===== config.mk =====
export PLATFORM = sky130hd
export DESIGN_NAME = bus_rr_arbiter
export DESIGN_NICKNAME = d
export VERILOG_FILES = /design/src/rtl/bus_rr_arbiter.sv
export SDC_FILE = /design/constraint.sdc
export NUM_CORES = 1
export LEC_CHECK = 0
export CAP_MARGIN = 20
export CELL_PAD_IN_SITES_DETAIL_PLACEMENT = 2
export CELL_PAD_IN_SITES_GLOBAL_PLACEMENT = 2
export CORE_UTILIZATION = 24
export DETAILED_ROUTE_END_ITERATION = 16
export PLACE_DENSITY_LB_ADDON = 0.1
export SLEW_MARGIN = 20
export SYNTH_ARGS = -nofsm -noshare
export SYNTH_HDL_FRONTEND = slang
export SYNTH_SLANG_ARGS = --single-unit

===== constraint.sdc =====
create_clock -name clock -period 1.6 [get_ports clock]
set_input_delay 0.16 -clock clock [delete_from_list [all_inputs] [get_ports clock]]
set_output_delay 0.16 -clock clock [all_outputs]
set_load 0.005 [all_outputs]

===== src/rtl/bus_rr_arbiter.sv =====
// Round-robin bus arbiter: registered one-hot grant, per-owner burst limit, lock hold.
// Optional STARVE_CHECK_EN builds per-requester wait counters driving sticky starve_err.
//
// state | meaning
// IDLE  | no requester owns the bus, all grant outputs zero
// GRANT | requester gnt_id owns the bus, burst_cnt counts its held cycles
module bus_rr_arbiter #(
  parameter int NREQ       = 2,
  parameter int LOGN       = 1,
  parameter int BURST_LEN  = 4,
  parameter int CNTW       = 3,
  parameter int STARVE_MAX = 16
) (
  input  logic            clock,
  input  logic            reset,
  input  logic [NREQ-1:0] bus_req,
  input  logic            lock,
  output logic [NREQ-1:0] bus_gnt,
  output logic            gnt_valid,
  output logic [LOGN-1:0] gnt_id,
  output logic [CNTW-1:0] burst_cnt,
  output logic [NREQ-1:0] starve_err
);

  if (NREQ < 2 || NREQ > 8 || (1 << LOGN) < NREQ) begin : g_bad_nreq
    $error("bus_rr_arbiter: NREQ must be 2..8 and fit in LOGN bits");
  end
  if (BURST_LEN < 1 || BURST_LEN > (1 << CNTW) - 1) begin : g_bad_burst
    $error("bus_rr_arbiter: BURST_LEN must be 1..2**CNTW-1");
  end
  if (STARVE_MAX < 1) begin : g_bad_starve
    $error("bus_rr_arbiter: STARVE_MAX must be at least 1");
  end

  typedef enum logic {IDLE, GRANT} state_t;

  localparam logic [CNTW-1:0] BURST_MAX = CNTW'(BURST_LEN);
  localparam logic [CNTW-1:0] CNT_ONE   = CNTW'(1);
  localparam logic [LOGN-1:0] LAST_RST  = LOGN'(NREQ - 1);

  state_t          state;
  logic [LOGN-1:0] last;

  logic            idle_found;
  logic [LOGN-1:0] idle_win;
  logic [NREQ-1:0] idle_oh;
  logic            oth_found;
  logic [LOGN-1:0] oth_win;
  logic [NREQ-1:0] oth_oh;

  // Scan ptr+1 .. ptr+NREQ (mod NREQ); walking far-to-near leaves the nearest hit.
  // The pointer itself is the final candidate and only counts when incl_self is set.
  function automatic logic [LOGN:0] rr_pick(input logic [LOGN-1:0] ptr,
                                            input logic [NREQ-1:0] req,
                                            input logic            incl_self);
    logic            found;
    logic [LOGN-1:0] idx;
    int              cand;
    found = 1'b0;
    idx   = '0;
    for (int off = NREQ; off >= 1; off--) begin
      cand = int'(ptr) + off;
      if (cand >= NREQ) cand = cand - NREQ;
      if (req[cand[LOGN-1:0]] && (off != NREQ || incl_self)) begin
        found = 1'b1;
        idx   = cand[LOGN-1:0];
      end
    end
    return {found, idx};
  endfunction

  always_comb begin
    {idle_found, idle_win} = rr_pick(last, bus_req, 1'b1);
    {oth_found, oth_win}   = rr_pick(gnt_id, bus_req, 1'b0);
    idle_oh = NREQ'(1) << idle_win;
    oth_oh  = NREQ'(1) << oth_win;
  end

  always_ff @(posedge clock) begin
    if (reset) begin
      state     <= IDLE;
      bus_gnt   <= '0;
      gnt_valid <= 1'b0;
      gnt_id    <= '0;
      burst_cnt <= '0;
      last      <= LAST_RST;
    end else begin
      case (state)
        IDLE: begin
          if (idle_found) begin
            state     <= GRANT;
            bus_gnt   <= idle_oh;
            gnt_valid <= 1'b1;
            gnt_id    <= idle_win;
            burst_cnt <= CNT_ONE;
            last      <= idle_win;
          end else begin
            bus_gnt   <= '0;
            gnt_valid <= 1'b0;
            gnt_id    <= '0;
            burst_cnt <= '0;
          end
        end
        GRANT: begin
          // A dropped request outranks lock, so an emptied queue never keeps the bus.
          if (!bus_req[gnt_id]) begin
            if (oth_found) begin
              bus_gnt   <= oth_oh;
              gnt_id    <= oth_win;
              burst_cnt <= CNT_ONE;
              last      <= oth_win;
            end else begin
              state     <= IDLE;
              bus_gnt   <= '0;
              gnt_valid <= 1'b0;
              gnt_id    <= '0;
              burst_cnt <= '0;
            end
          end else if (lock) begin
            if (burst_cnt < BURST_MAX) burst_cnt <= burst_cnt + 1'b1;
          end else if (burst_cnt < BURST_MAX) begin
            burst_cnt <= burst_cnt + 1'b1;
          end else if (oth_found) begin
            bus_gnt   <= oth_oh;
            gnt_id    <= oth_win;
            burst_cnt <= CNT_ONE;
            last      <= oth_win;
          end else begin
            burst_cnt <= CNT_ONE;
          end
        end
        default: state <= IDLE;
      endcase
    end
  end

`ifdef STARVE_CHECK_EN
  localparam int             WAITW    = $clog2(STARVE_MAX + 1);
  localparam logic [WAITW-1:0] WAIT_MAX = WAITW'(STARVE_MAX);

  logic [WAITW-1:0] wait_cnt [NREQ];

  // Lock cycles are deliberately counted so that lock abuse shows up as starvation.
  always_ff @(posedge clock) begin
    if (reset) begin
      starve_err <= '0;
      for (int i = 0; i < NREQ; i++) wait_cnt[i] <= '0;
    end else begin
      for (int i = 0; i < NREQ; i++) begin
        if (bus_req[i] && !bus_gnt[i]) begin
          if (wait_cnt[i] != WAIT_MAX) wait_cnt[i] <= wait_cnt[i] + 1'b1;
          if (wait_cnt[i] >= WAIT_MAX - 1'b1) starve_err[i] <= 1'b1;
        end else begin
          wait_cnt[i] <= '0;
        end
      end
    end
  end
`else
  assign starve_err = '0;
`endif

endmodule


---- After elaboration in Yosys (flattened, before gate mapping) ----
Cells that the tools add are included.
cells by class
  bitwise operators ....................... 1
  $lt $le $gt $ge ......................... 8
  $add $sub $neg .......................... 7
  multiplexer cells ....................... 51
  equal/unequal tests ..................... 7
  reduce and logical (&&, ||, !) cells .... 3
  shift-type cells ........................ 2
operators by type and width
  kind                                                                           number
  1-bit 2-to-1 mux                                                               35
  2-bit 2-to-1 mux                                                               6
  3-bit 2-to-1 mux                                                               4
  3-bit inequality test (second input constant)                                  3
  1-bit by 2-bit less-than comparator with 1-bit output (second input constant)  4
  1-bit one-hot mux with 2 select lines                                          4
  2-bit inequality test (second input constant)                                  3
  3-bit one-hot mux with 2 select lines                                          1
  3-bit AND reduction                                                            2
  1-bit by 1-bit adder with 2-bit output (second input constant)                 2
  2-bit >= comparator (second input constant)                                    2
  4-bit by 3-bit inequality test with 1-bit output (second input constant)       1
  2-bit one-hot mux with 2 select lines                                          1
  1-bit by 1-bit << shifter with 2-bit output (first input constant)             2
  1-bit by 2-bit adder with 3-bit output (second input constant)                 1
  3-bit by 1-bit adder with 3-bit output (second input constant)                 1
  3-bit by 2-bit >= comparator with 1-bit output (second input constant)         1
  3-bit less-than comparator (second input constant)                             1
  1-bit subtractor (second input constant)                                       3
  2-bit AND reduction                                                            1
  1-bit inverter                                                                 1
word-level totals
  bits in registers ....................... 9
  word-level logic and storage cells ...... 85
  bits of input ports ..................... 5

---- Longest topological paths before layout ----
  depth after elaboration ................. 12
  gate-level depth with buffers ........... 4

---- Least setup slack after synthesis ----
No wires, ideal clock.
  kind .................................... flip-flop to flip-flop
  start ................................... reg bus_gnt[1] (netlist name)
  end ..................................... reg burst_cnt[2]
  path slack .............................. 0.411 ns
  data arrival time ....................... 1.101 ns
  path buffers ............................ 0
  clock period less this slack ............ 1.189 ns
  cell stages (with the launch flop) ...... 4
  path through ............................ dfxtp_1 > mux2i_1 > or3_4 > a311oi_2
RTL lines
  item                  RTL line  RTL
  end signal, assigned  120       if (burst_cnt < BURST_MAX) burst_cnt <= burst_cnt + 1'b1;
  end signal, assigned  122       burst_cnt <= burst_cnt + 1'b1;
  end, declared         21        output logic [CNTW-1:0] burst_cnt,

---- Worst setup path in the final report ----
  start ................................... reg bus_gnt[1]
  end ..................................... out bus_gnt[1]
RTL lines
  item                    RTL line  RTL
  start, declared         18        output logic [NREQ-1:0] bus_gnt,
  start signal, assigned  92        bus_gnt <= idle_oh;
  start signal, assigned  108       bus_gnt <= oth_oh;
  start signal, assigned  124       bus_gnt <= oth_oh;
No word-level cell between the ends.

==> impl_metrics.toml <==
[status]
status = "completed"

[floorplan]
rows = 15
die_w_um = 44.72
die_h_um = 44.72
coreArea_um2 = 1727
ios = 14
dieArea_um2 = 1999
initial_core_util_pct = 25.36

[finish]
nets = 72
final_cell_area_um2 = 590.6
fillCellCount = 212
drive_above_1_share_pct = 12.70
area_growth_pct = 34.86
num_antenna_cells = 0

[cts]
hold_buffers = 0
worstSkewPairLatency_ns = 0.27
cts_root_buffer = "clkbuf_4"
cts_sinks = 8
cts_tree = "done"
cts_resized = 0
clk_pin_slew_ns = 0.05
clockBufferDepth = 2
post_cts_buffers = 0
cts_buffers = 3
htreeDepth = 1

[routing]
initialDrtViolationCount = 1
post_drt_via_cell_ratio = 4.511
avgRoutedWirePerCell_um = 12.69
vias = 397
finalWirelength_um = 1117
dr.pass1.iters = 2
antenna_left = 0
drc = 0

[setup_path]
cp-end-kind = "output pin"
critPathArrivalTime_ns = 1.23
worstSetupPathType = "reg2out"
slowest_delay_ns = 0.54
worstPathRequired_ns = 1.44
cp_slowest_cell = "clkdlybuf4s50_1"
rrSetupSlack_ns = 0.24
cp_max_fo = 6
crit_buf_inv = 1
crit_family = "buffers and inverters"
path_cells = "clkdlybuf4s50_1"
setup.worst_path.start_class = "flip-flop"

[worst_hold_path]
min_path_type = "reg2reg"

[placed_design]
placed_cell_area_um2 = 568.0
port_buffers = 11
place.gp.congestion = 0.7033
dpl.hpwl_um = 850.8

[logic_synthesis]
ys_types = 26
ys_seq_area_share_pct = 36.57
ys.warnings.count = 0
syn_inst = 50
ys.flop_type = "dfxtp_1"
synth_seq_cells = 8
synth_edf_count = 0
syn_area_per_cell_um2 = 8.758
synth_area_um2 = 437.9
async_reset_ff_share_pct = 0

[sta]
post-route-period-util_pct = 86.77
rsz0062_at_grt = "false"
slew_violations = 0
fin_crit_ns = 1.388
timing.fmax_mhz = 720.3
hold_viol = 0
clock_skew_ns = 0.01536
setup_viol_count_final = 0

[power_and_ir_drop]
leakage_nw = 0.2025
peakVddDrop_mv = 0.2993
p_per_area_nw_per_um2 = 808.4
total_power_mw = 0.4774

[global_route]
antenna_found_initial = 0
grt_pass1_wl_um = 1794
grt_pass1_vias = 396
grt-ovfl-total = 0
grt_max_degree = 9
gr-usage-all-layers_pct = 13.13

[run]
maxCapViolCount = 0
[cells in the final DEF (no fill, tap or decap), drive strengths merged, types with 3 or more instances in the layout]
| cell | instances |
|---|---|
| o21ai | 3 |
| clkdlybuf4s50 | 11 |
| dfxtp | 8 |
| clkbuf | 3 |
| nor2 | 5 |
| a21oi | 4 |
[layer usage]
layer | global-route usage, % | wire, µm | vias up
met3 | 6.000 | 44 | 2
met2 | 16.47 | 487 | 8
met4 | 7.273 | 15 | 0
li1 | - | - | 203
met5 | 0 | 0 | -
met1 | 18.23 | 570 | 184
[cells in the mapped netlist, drive strengths merged (2+ instances only)]
library cell / n / area (µm²)
a21oi: 4 / 20.02
buf: 3 / 22.52
dfxtp: 8 / 160.2
ha: 2 / 25.02
inv: 2 / 7.500
nand2: 2 / 7.510
nand2b: 2 / 12.51
nand3: 2 / 10.01
nand3b: 2 / 15.01
nor2: 5 / 18.77
nor2b: 2 / 12.51
o211ai: 2 / 15.01
o21ai: 3 / 15.01
[power by group]
group	switching, mW	total (mW)	internal [mW]	leakage [nW]
Clock	0.0817	0.168	0.0864	0.0138
Combinational	0.0369	0.0839	0.0471	0.123
Sequential	0.0140	0.225	0.211	0.0660
Total	0.133	0.477	0.345	0.202
[state kept, by name (all words and copies together) (netlist names)]
| signal | count |
|---|---|
| state | 1 |
| gnt_valid | 1 |
| last | 1 |
| burst_cnt | 3 |
| bus_gnt | 2 |
[through the flow]
step,hold slack [ns],cells,setup WS [ns],TNS (ns),util [%]
final,0.4613,88,0.2116,0,34.20
after global placement,0.4522,85,-0.005347,-0.005347,32.90
after CTS,0.4679,88,0.1849,0,34.20
after global routing,0.4780,88,0.09557,0,34.20
after floorplan,0.2291,51,0.4111,0,-
after detailed placement,0.4547,85,-0.02055,-0.02055,32.90
[layout make-up]
cell class                 count  area (µm²)  share of cell area (%)
multi-input combinational     38       251.5                   42.58
clock buffer                   3       22.52                   3.814
timing repair buffer          12       117.6                   19.92
sequential                     8       160.2                   27.12
tap                           25       31.28                   5.297
inverter                       2       7.507                   1.271
[path summary, 6_finish.rpt]
| check | start | end | cells after the start |
|---|---|---|---|
| worst min-delay path | gnt_valid$_SDFFE_PP0P_ | gnt_valid$_SDFFE_PP0P_ | 1 |
| worst max register to register | state$_SDFF_PP0_ | bus_gnt[0]$_SDFFE_PP0P_ | 4 |
| worst min register to register | gnt_valid$_SDFFE_PP0P_ | gnt_valid$_SDFFE_PP0P_ | 1 |
| worst max-delay path | bus_gnt[1]$_SDFFE_PP0P_ | bus_gnt[1] | 1 |
[kinds of logic after synthesis]
| group | after synthesis | synth area share [%] |
|---|---|---|
| compound gates | 13 | 20.00 |
| fa+ha+maj | 2 | 5.713 |
| buf+inv | 5 | 6.855 |
| flops | 8 | 36.57 |
| mux | 2 | 4.857 |
| other cells | 1 | 0.8563 |
| simple gates | 19 | 25.14 |
No activity file was read; power rests on OpenSTA's default activity.
